==> config.mk <==
export PLATFORM = sky130hd
export DESIGN_NAME = axi4lite_reg_responder
export DESIGN_NICKNAME = d
export VERILOG_FILES = /design/src/rtl/axi4lite_reg_responder.sv
export SDC_FILE = /design/constraint.sdc
export NUM_CORES = 1
export LEC_CHECK = 0
export ABC_CLOCK_PERIOD_IN_PS = 4900
export BUFFER_PORTS_ARGS = -buffer_cell sky130_fd_sc_hd__buf_4
export CORE_UTILIZATION = 30
export DETAILED_ROUTE_END_ITERATION = 6
export SETUP_SLACK_MARGIN = 0.1
export SLEW_MARGIN = 20
export SYNTH_ARGS = -nofsm -noshare
export SYNTH_HDL_FRONTEND = slang
export SYNTH_SLANG_ARGS = --single-unit
==> constraint.sdc <==
create_clock -name clk -period 4.9 [get_ports clk]
set_input_delay 1.47 -clock clk [delete_from_list [all_inputs] [get_ports clk]]
set_output_delay 1.47 -clock clk [all_outputs]
set_load 0.01 [all_outputs]
==> src/rtl/axi4lite_reg_responder.sv <==
// AXI4-Lite subordinate that turns each bus transaction into a one-cycle request/ack on a register port.
// Latency: request one cycle after selection, response valid the cycle after ack, timeout or decode miss.
// Backpressure: one transaction in flight; AW/W/AR readies drop outside IDLE; B/R are held until ready.
// Optional feature macro: AXIL_RESP_TIMEOUT_EN (compiles in the 16-bit WAIT timeout counter).

package PkgAxiLite;
  typedef enum logic [1:0] {
    OKAY   = 2'b00,
    EXOKAY = 2'b01,
    SLVERR = 2'b10,
    DECERR = 2'b11
  } resp_t;
endpackage

module axi4lite_reg_responder #(
  parameter int unsigned ADDR_W      = 32,
  parameter int unsigned DATA_W      = 32,
  parameter int unsigned BASE_ADDR   = 0,
  parameter int unsigned WINDOW_SIZE = 4096,
  parameter int unsigned TIMEOUT     = 64
) (
  input  logic                  clk,
  input  logic                  rst,
  input  logic [ADDR_W-1:0]     s_awaddr,
  input  logic                  s_awvalid,
  output logic                  s_awready,
  input  logic [DATA_W-1:0]     s_wdata,
  input  logic [DATA_W/8-1:0]   s_wstrb,
  input  logic                  s_wvalid,
  output logic                  s_wready,
  output PkgAxiLite::resp_t     s_bresp,
  output logic                  s_bvalid,
  input  logic                  s_bready,
  input  logic [ADDR_W-1:0]     s_araddr,
  input  logic                  s_arvalid,
  output logic                  s_arready,
  output logic [DATA_W-1:0]     s_rdata,
  output PkgAxiLite::resp_t     s_rresp,
  output logic                  s_rvalid,
  input  logic                  s_rready,
  output logic                  reg_wr_req,
  output logic                  reg_rd_req,
  output logic [ADDR_W-1:0]     reg_addr,
  output logic [DATA_W-1:0]     reg_wr_data,
  output logic [DATA_W/8-1:0]   reg_wr_strb,
  input  logic                  reg_ack,
  input  logic                  reg_err,
  input  logic [DATA_W-1:0]     reg_rd_data
);
  import PkgAxiLite::*;

  localparam int unsigned STRB_W = DATA_W / 8;

  localparam logic [2:0] IDLE    = 3'd0;
  localparam logic [2:0] WR_REQ  = 3'd1;
  localparam logic [2:0] RD_REQ  = 3'd2;
  localparam logic [2:0] WAIT    = 3'd3;
  localparam logic [2:0] WR_RESP = 3'd4;
  localparam logic [2:0] RD_RESP = 3'd5;

  localparam logic [ADDR_W-1:0] WIN_MASK = ADDR_W'(WINDOW_SIZE - 1);
  localparam logic [ADDR_W-1:0] LSB_MASK = ADDR_W'(STRB_W - 1);
  localparam logic [ADDR_W-1:0] BASE     = ADDR_W'(BASE_ADDR);

  // Elaboration-time parameter legality
  if (DATA_W != 32 && DATA_W != 64) begin : g_bad_data_w
    $error("axi4lite_reg_responder: DATA_W must be 32 or 64");
  end
  if ((WINDOW_SIZE & (WINDOW_SIZE - 1)) != 0) begin : g_bad_window
    $error("axi4lite_reg_responder: WINDOW_SIZE must be a power of two");
  end
  if ((BASE_ADDR & (WINDOW_SIZE - 1)) != 0) begin : g_bad_base
    $error("axi4lite_reg_responder: BASE_ADDR must be aligned to WINDOW_SIZE");
  end
  if (TIMEOUT < 2 || TIMEOUT > 65535) begin : g_bad_timeout
    $error("axi4lite_reg_responder: TIMEOUT must be in 2..65535");
  end

  logic [2:0]        state;
  logic              live;       // low during and on the edge of reset so readies come up cleanly
  logic              aw_held;
  logic              w_held;
  logic [ADDR_W-1:0] aw_addr_q;
  logic [DATA_W-1:0] w_data_q;
  logic [STRB_W-1:0] w_strb_q;
  logic              cur_wr;     // direction of the transaction in flight
  logic              rd_pri;     // read wins the next write/read collision

  logic              idle;
  logic              aw_hs;
  logic              w_hs;
  logic              ar_hs;
  logic              wr_full;
  logic              sel_wr;
  logic              sel_rd;
  logic [ADDR_W-1:0] wr_addr;
  logic [DATA_W-1:0] wr_data;
  logic [STRB_W-1:0] wr_strb;
  logic [ADDR_W-1:0] sel_addr;
  logic              sel_hit;
  logic              tmo_hit;

  assign idle      = live && (state == IDLE);
  assign s_awready = idle && !aw_held;
  assign s_wready  = idle && !w_held;
  assign aw_hs     = s_awvalid && s_awready;
  assign w_hs      = s_wvalid && s_wready;
  // A write is complete once both halves are held or arriving this cycle
  assign wr_full   = (aw_held || aw_hs) && (w_held || w_hs);
  // AR is refused only while a complete write holds the arbitration win
  assign s_arready = idle && (!wr_full || rd_pri);
  assign ar_hs     = s_arvalid && s_arready;
  assign sel_rd    = ar_hs;
  assign sel_wr    = wr_full && !ar_hs;

  assign wr_addr   = aw_held ? aw_addr_q : s_awaddr;
  assign wr_data   = w_held ? w_data_q : s_wdata;
  assign wr_strb   = w_held ? w_strb_q : s_wstrb;
  assign sel_addr  = sel_rd ? s_araddr : wr_addr;
  assign sel_hit   = (sel_addr & ~WIN_MASK) == BASE;

  assign s_bvalid   = (state == WR_RESP);
  assign s_rvalid   = (state == RD_RESP);
  assign reg_wr_req = (state == WR_REQ);
  assign reg_rd_req = (state == RD_REQ);

`ifdef AXIL_RESP_TIMEOUT_EN
  logic [15:0] tmo_cnt;

  // Count WAIT cycles; held at zero elsewhere so every wait starts from a clean count
  always_ff @(posedge clk) begin
    if (rst) begin
      tmo_cnt <= '0;
    end else if (state == WAIT) begin
      tmo_cnt <= tmo_cnt + 16'd1;
    end else begin
      tmo_cnt <= '0;
    end
  end

  assign tmo_hit = (state == WAIT) && (tmo_cnt == 16'(TIMEOUT - 1));
`else
  assign tmo_hit = 1'b0;
`endif

  // Transaction FSM: capture, select/decode, request, wait for ack, hold response
  always_ff @(posedge clk) begin
    if (rst) begin
      state       <= IDLE;
      live        <= 1'b0;
      aw_held     <= 1'b0;
      w_held      <= 1'b0;
      aw_addr_q   <= '0;
      w_data_q    <= '0;
      w_strb_q    <= '0;
      cur_wr      <= 1'b0;
      rd_pri      <= 1'b0;
      s_bresp     <= OKAY;
      s_rresp     <= OKAY;
      s_rdata     <= '0;
      reg_addr    <= '0;
      reg_wr_data <= '0;
      reg_wr_strb <= '0;
    end else begin
      live <= 1'b1;
      case (state)
        IDLE: begin
          if (aw_hs) begin
            aw_held   <= 1'b1;
            aw_addr_q <= s_awaddr;
          end
          if (w_hs) begin
            w_held   <= 1'b1;
            w_data_q <= s_wdata;
            w_strb_q <= s_wstrb;
          end
          // Pointer moves only on a real collision, so an uncontested grant keeps fairness intact
          if (wr_full && s_arvalid) begin
            rd_pri <= !rd_pri;
          end
          if (sel_rd) begin
            cur_wr <= 1'b0;
            if (sel_hit) begin
              reg_addr <= sel_addr & WIN_MASK & ~LSB_MASK;
              state    <= RD_REQ;
            end else begin
              s_rresp <= DECERR;
              s_rdata <= '0;
              state   <= RD_RESP;
            end
          end else if (sel_wr) begin
            cur_wr <= 1'b1;
            if (sel_hit) begin
              reg_addr    <= sel_addr & WIN_MASK & ~LSB_MASK;
              reg_wr_data <= wr_data;
              reg_wr_strb <= wr_strb;
              state       <= WR_REQ;
            end else begin
              s_bresp <= DECERR;
              state   <= WR_RESP;
            end
          end
        end
        WR_REQ: state <= WAIT;
        RD_REQ: state <= WAIT;
        WAIT: begin
          if (reg_ack) begin
            if (cur_wr) begin
              s_bresp <= reg_err ? SLVERR : OKAY;
              state   <= WR_RESP;
            end else begin
              s_rresp <= reg_err ? SLVERR : OKAY;
              s_rdata <= reg_err ? '0 : reg_rd_data;
              state   <= RD_RESP;
            end
          end else if (tmo_hit) begin
            if (cur_wr) begin
              s_bresp <= SLVERR;
              state   <= WR_RESP;
            end else begin
              s_rresp <= SLVERR;
              s_rdata <= '0;
              state   <= RD_RESP;
            end
          end
        end
        WR_RESP: begin
          if (s_bready) begin
            aw_held <= 1'b0;
            w_held  <= 1'b0;
            state   <= IDLE;
          end
        end
        RD_RESP: begin
          if (s_rready) begin
            state <= IDLE;
          end
        end
        default: state <= IDLE;
      endcase
    end
  end

endmodule

==> key figures <==
Outcome
  – Status: complete, but fails checks
  – Failing checks: design-rule violations

Critical path
  – Reg2reg start: aw_held$_SDFFE_PP0P_
  – Worst setup path startpoint: s_awvalid
  – CP top delay family: buffers and inverters
  – Critical Path Start Type: input pin
  – WP buf/inv: 2
  – Crit path DAT: 2.16 ns
  – Crit path max fanout: 5
  – Slowest library cell on the worst path: o22ai_1
  – Worst Path Required: between 3 and 4 ns
  – Crit path kind: input pin to primary output
  – Critical Path Sink Type: primary output
  – Crit-path max cell delay: ~0.26 ns
  – Crit-path cells: buf_4 -> o22ai_1 -> nor2_1 -> nor2_1 -> buf_4

Logic synthesis
  – Area leader, netlist: dfxtp_1
  – Synth Flop Type: dfxtp_1
  – Post-synth EDFFs: 0
  – Synthesis Warnings: 0
  – Most frequent cells after synthesis: nand2_1 (193), dfxtp_1 (156), a21oi_1 (105), mux2i_1 (56), nor2_1 (46)
  – Async S/R FF share, synth: 0
  – Seq/Total Area, Yosys: 0.459
  – Post-Syn Instances: slightly below 800
  – #FFs+latches synth: 156
  – Synth top area share: 0.459
  – Ranking of synthesized cells by area: dfxtp_1 (46%), nand2_1 (11%), mux2i_1 (8.2%), a21oi_1 (7.7%), a211oi_2 (6.2%)
  – Cell with the most instances after synthesis: nand2_1
  – Unique cell type count in the Yosys netlist: between 40 and 50
  – Post-Syn Area per Cell: roughly 8.6 sq um
  – Synthesized area: roughly 6800 sq um

Clocking
  – Clock latency on the worst-skew pair: slightly above 0.4 ns
  – CTS resizes: 0
  – Clk sinks: approximately 160
  – CTS Root Cell: clkbuf_16
  – Post-CTS Setup Bufs: 0
  – TritonCTS clock tree: yes
  – Clock Path Buffers: 2
  – TritonCTS Buffers: 17
  – CTS Hold Bufs: 0
  – Clk slew on worst S/H paths: 0.06 ns
  – H-tree depth: 4

Routing
  – DR vias: between 6,000 and 7,000
  – Drt total wl: 18,400 um
  – DRT iter0 DRCs: about 220
  – Final ANT Viol Nets: 0
  – Vias per cell: around 4.7
  – DRC: 15
  – Drt pass-1 iters: 6
  – Routed len/inst: between 10 and 15 um

GRT
  – Vias in the first global route: around 5,700
  – First-pass GRT wire length: 29,500 um
  – Initial antenna violation count: 1
  – Aggregate global-route resource usage: 0.159
  – Largest net degree at the start of global routing: between 60 and 70
  – Global route overflow: 0

STA
  – Worst hold margin: about 0.45 ns
  – Final setup TNS: 0 ns
  – Worst rel slew slack: 0.338
  – Final min period: 3.63 ns
  – Max Transition Viols Final: 0
  – Worst-margin pin slew: roughly 0.99 ns
  – Max Freq: roughly 280 MHz
  – Period utilization: 0.741
  – Hold Vio Cnt, Final: 0
  – Max Clock Skew: slightly below 0.006 ns
  – RSZ-0062 raised after global routing: no
  – Worst Setup Slack, final: around 1.3 ns
  – Final setup fails: 0

Floorplan
  – Die height: around 150 um
  – Die W: about 150 um
  – Num ports: about 250
  – Core region area: between 20,000 and 25,000 sq um
  – Die Area: 23,300 sq um
  – Placement Rows: 54
  – Initial Util: 0.309

Cells and area
  – Share of cells above drive strength 1: 0.314
  – Finished Layout Cells: 1,283
  – Final net count: 1,131
  – Synthesis-to-finish area growth: 34.4%
  – Final Instance Area: 9160 sq um

Power and ir drop
  – Cell Int Power: about 0.0024 W
  – VDD IR-drop max: between 0.2 and 0.25 mV
  – Comb pwr share: 0.197
  – Clk pwr share: 0.384
  – Net Sw Frac: 0.289
  – Sequential fraction of design power: 0.419
  – Power Dens Cells: around 370 nW/um^2
  – Leakage: 3.67 nW
  – Psw: 0.000968 W

Hold path
  – Min-delay src: s_rdata[26]$_SDFFE_PP0P_
  – Worst min path class: flop to flop

Placed design
  – Placed instance area: about 8600 sq um
  – Cell count after placement: approximately 1,300
  – Placement Setup Slack: around 1.0 ns
  – Post-DP HPWL: ~13,000 um
  – Final Wtd Congestion: a little under 0.8
  – # port buffers: roughly 230

Run
  – MaxCap Viol Count: 0
## power by group through the flow
stage	clock [W]	sequential (W)	combinational [W]
final	0.00128	0.00140	0.000658
after detailed placement	0	0.00143	0.000668
after global placement	0	0.00143	0.000664
after floorplan	0	0.00142	0.000449
after CTS	0.00133	0.00140	0.000669
after global routing	0.00138	0.00141	0.000727
## cell usage in the layout (no fill, tap or decap), types with 4 or more instances in the layout
| cell | instances |
|---|---|
| buf_4 | 236 |
| nand2_1 | 193 |
| dfxtp_1 | 155 |
| a21oi_1 | 105 |
| mux2i_1 | 56 |
| nor2_1 | 45 |
| nand3_1 | 35 |
| a211oi_2 | 34 |
| conb_1 | 22 |
| clkbuf_16 | 17 |
| o211ai_1 | 13 |
| nor4_1 | 11 |
| inv_1 | 6 |
| nor3_1 | 5 |
| a211oi_1 | 5 |
| nor3b_1 | 4 |
| a31oi_1 | 4 |
| clkbuf_8 | 4 |
| clkinv_2 | 4 |
| clkinvlp_4 | 4 |
## per-layer routing
metal,GRT usage,part of all wire
met5,0,0
met4,0.0524,0.011
met3,0.0452,0.060
met2,0.262,0.48
met1,0.198,0.45
## cell type report
cell class,instances,area (sq um)
tap,280,350
sequential,156,3120
clock buffer,22,484
fill,2252,12900
inverter,6,22.5
timing repair buffer,237,1790
clock inverter,10,88.8
multi-input combinational,571,3290
antenna,1,2.50
## state kept, by name, indices dropped and copies added (netlist names), 3 cells and up
signal,count
reg_addr,10
w_strb_q,4
aw_addr_q,30
reg_wr_strb,4
w_data_q,32
s_rdata,32
reg_wr_data,32
state,3
## worst register-to-register path: stages, from the launching register on
cell      delay [ns]
dfxtp_1         0.30
buf_4           0.22
nor4_1          0.31
nand4_1         0.15
nor4_1          0.62
o2111a_4        0.48
buf_12          0.33
nor2_1          0.11
a211oi_2        0.21
## worst paths after layout
path,endpoint,slack (ns),cells past startpoint
min,s_rdata[26]$_SDFFE_PP0P_,0.45,2
min reg2reg,s_rdata[26]$_SDFFE_PP0P_,0.45,2
max reg2reg,reg_wr_data[9]$_SDFFE_PP0P_,2.09,8
max,s_arready,1.27,5
## cell families after synthesis
logic type	synth area share
muxes	0.0840
other	0.000551
buffers and inverters	0.0717
adders and majority gates	0.00184
xor gates and xnor gates	0.00129
DFF	0.459
and+or+nand+nor	0.199
AOI/OAI and AO/OA	0.183
## per-stage QoR
stage               utilization  power [W]
floorplan                     -    0.00186
global placement          0.389    0.00209
detailed placement        0.389    0.00210
CTS                       0.415    0.00340
global route              0.416    0.00352
finish                    0.416    0.00334
Note: power is estimated with default switching activity, not from simulation.
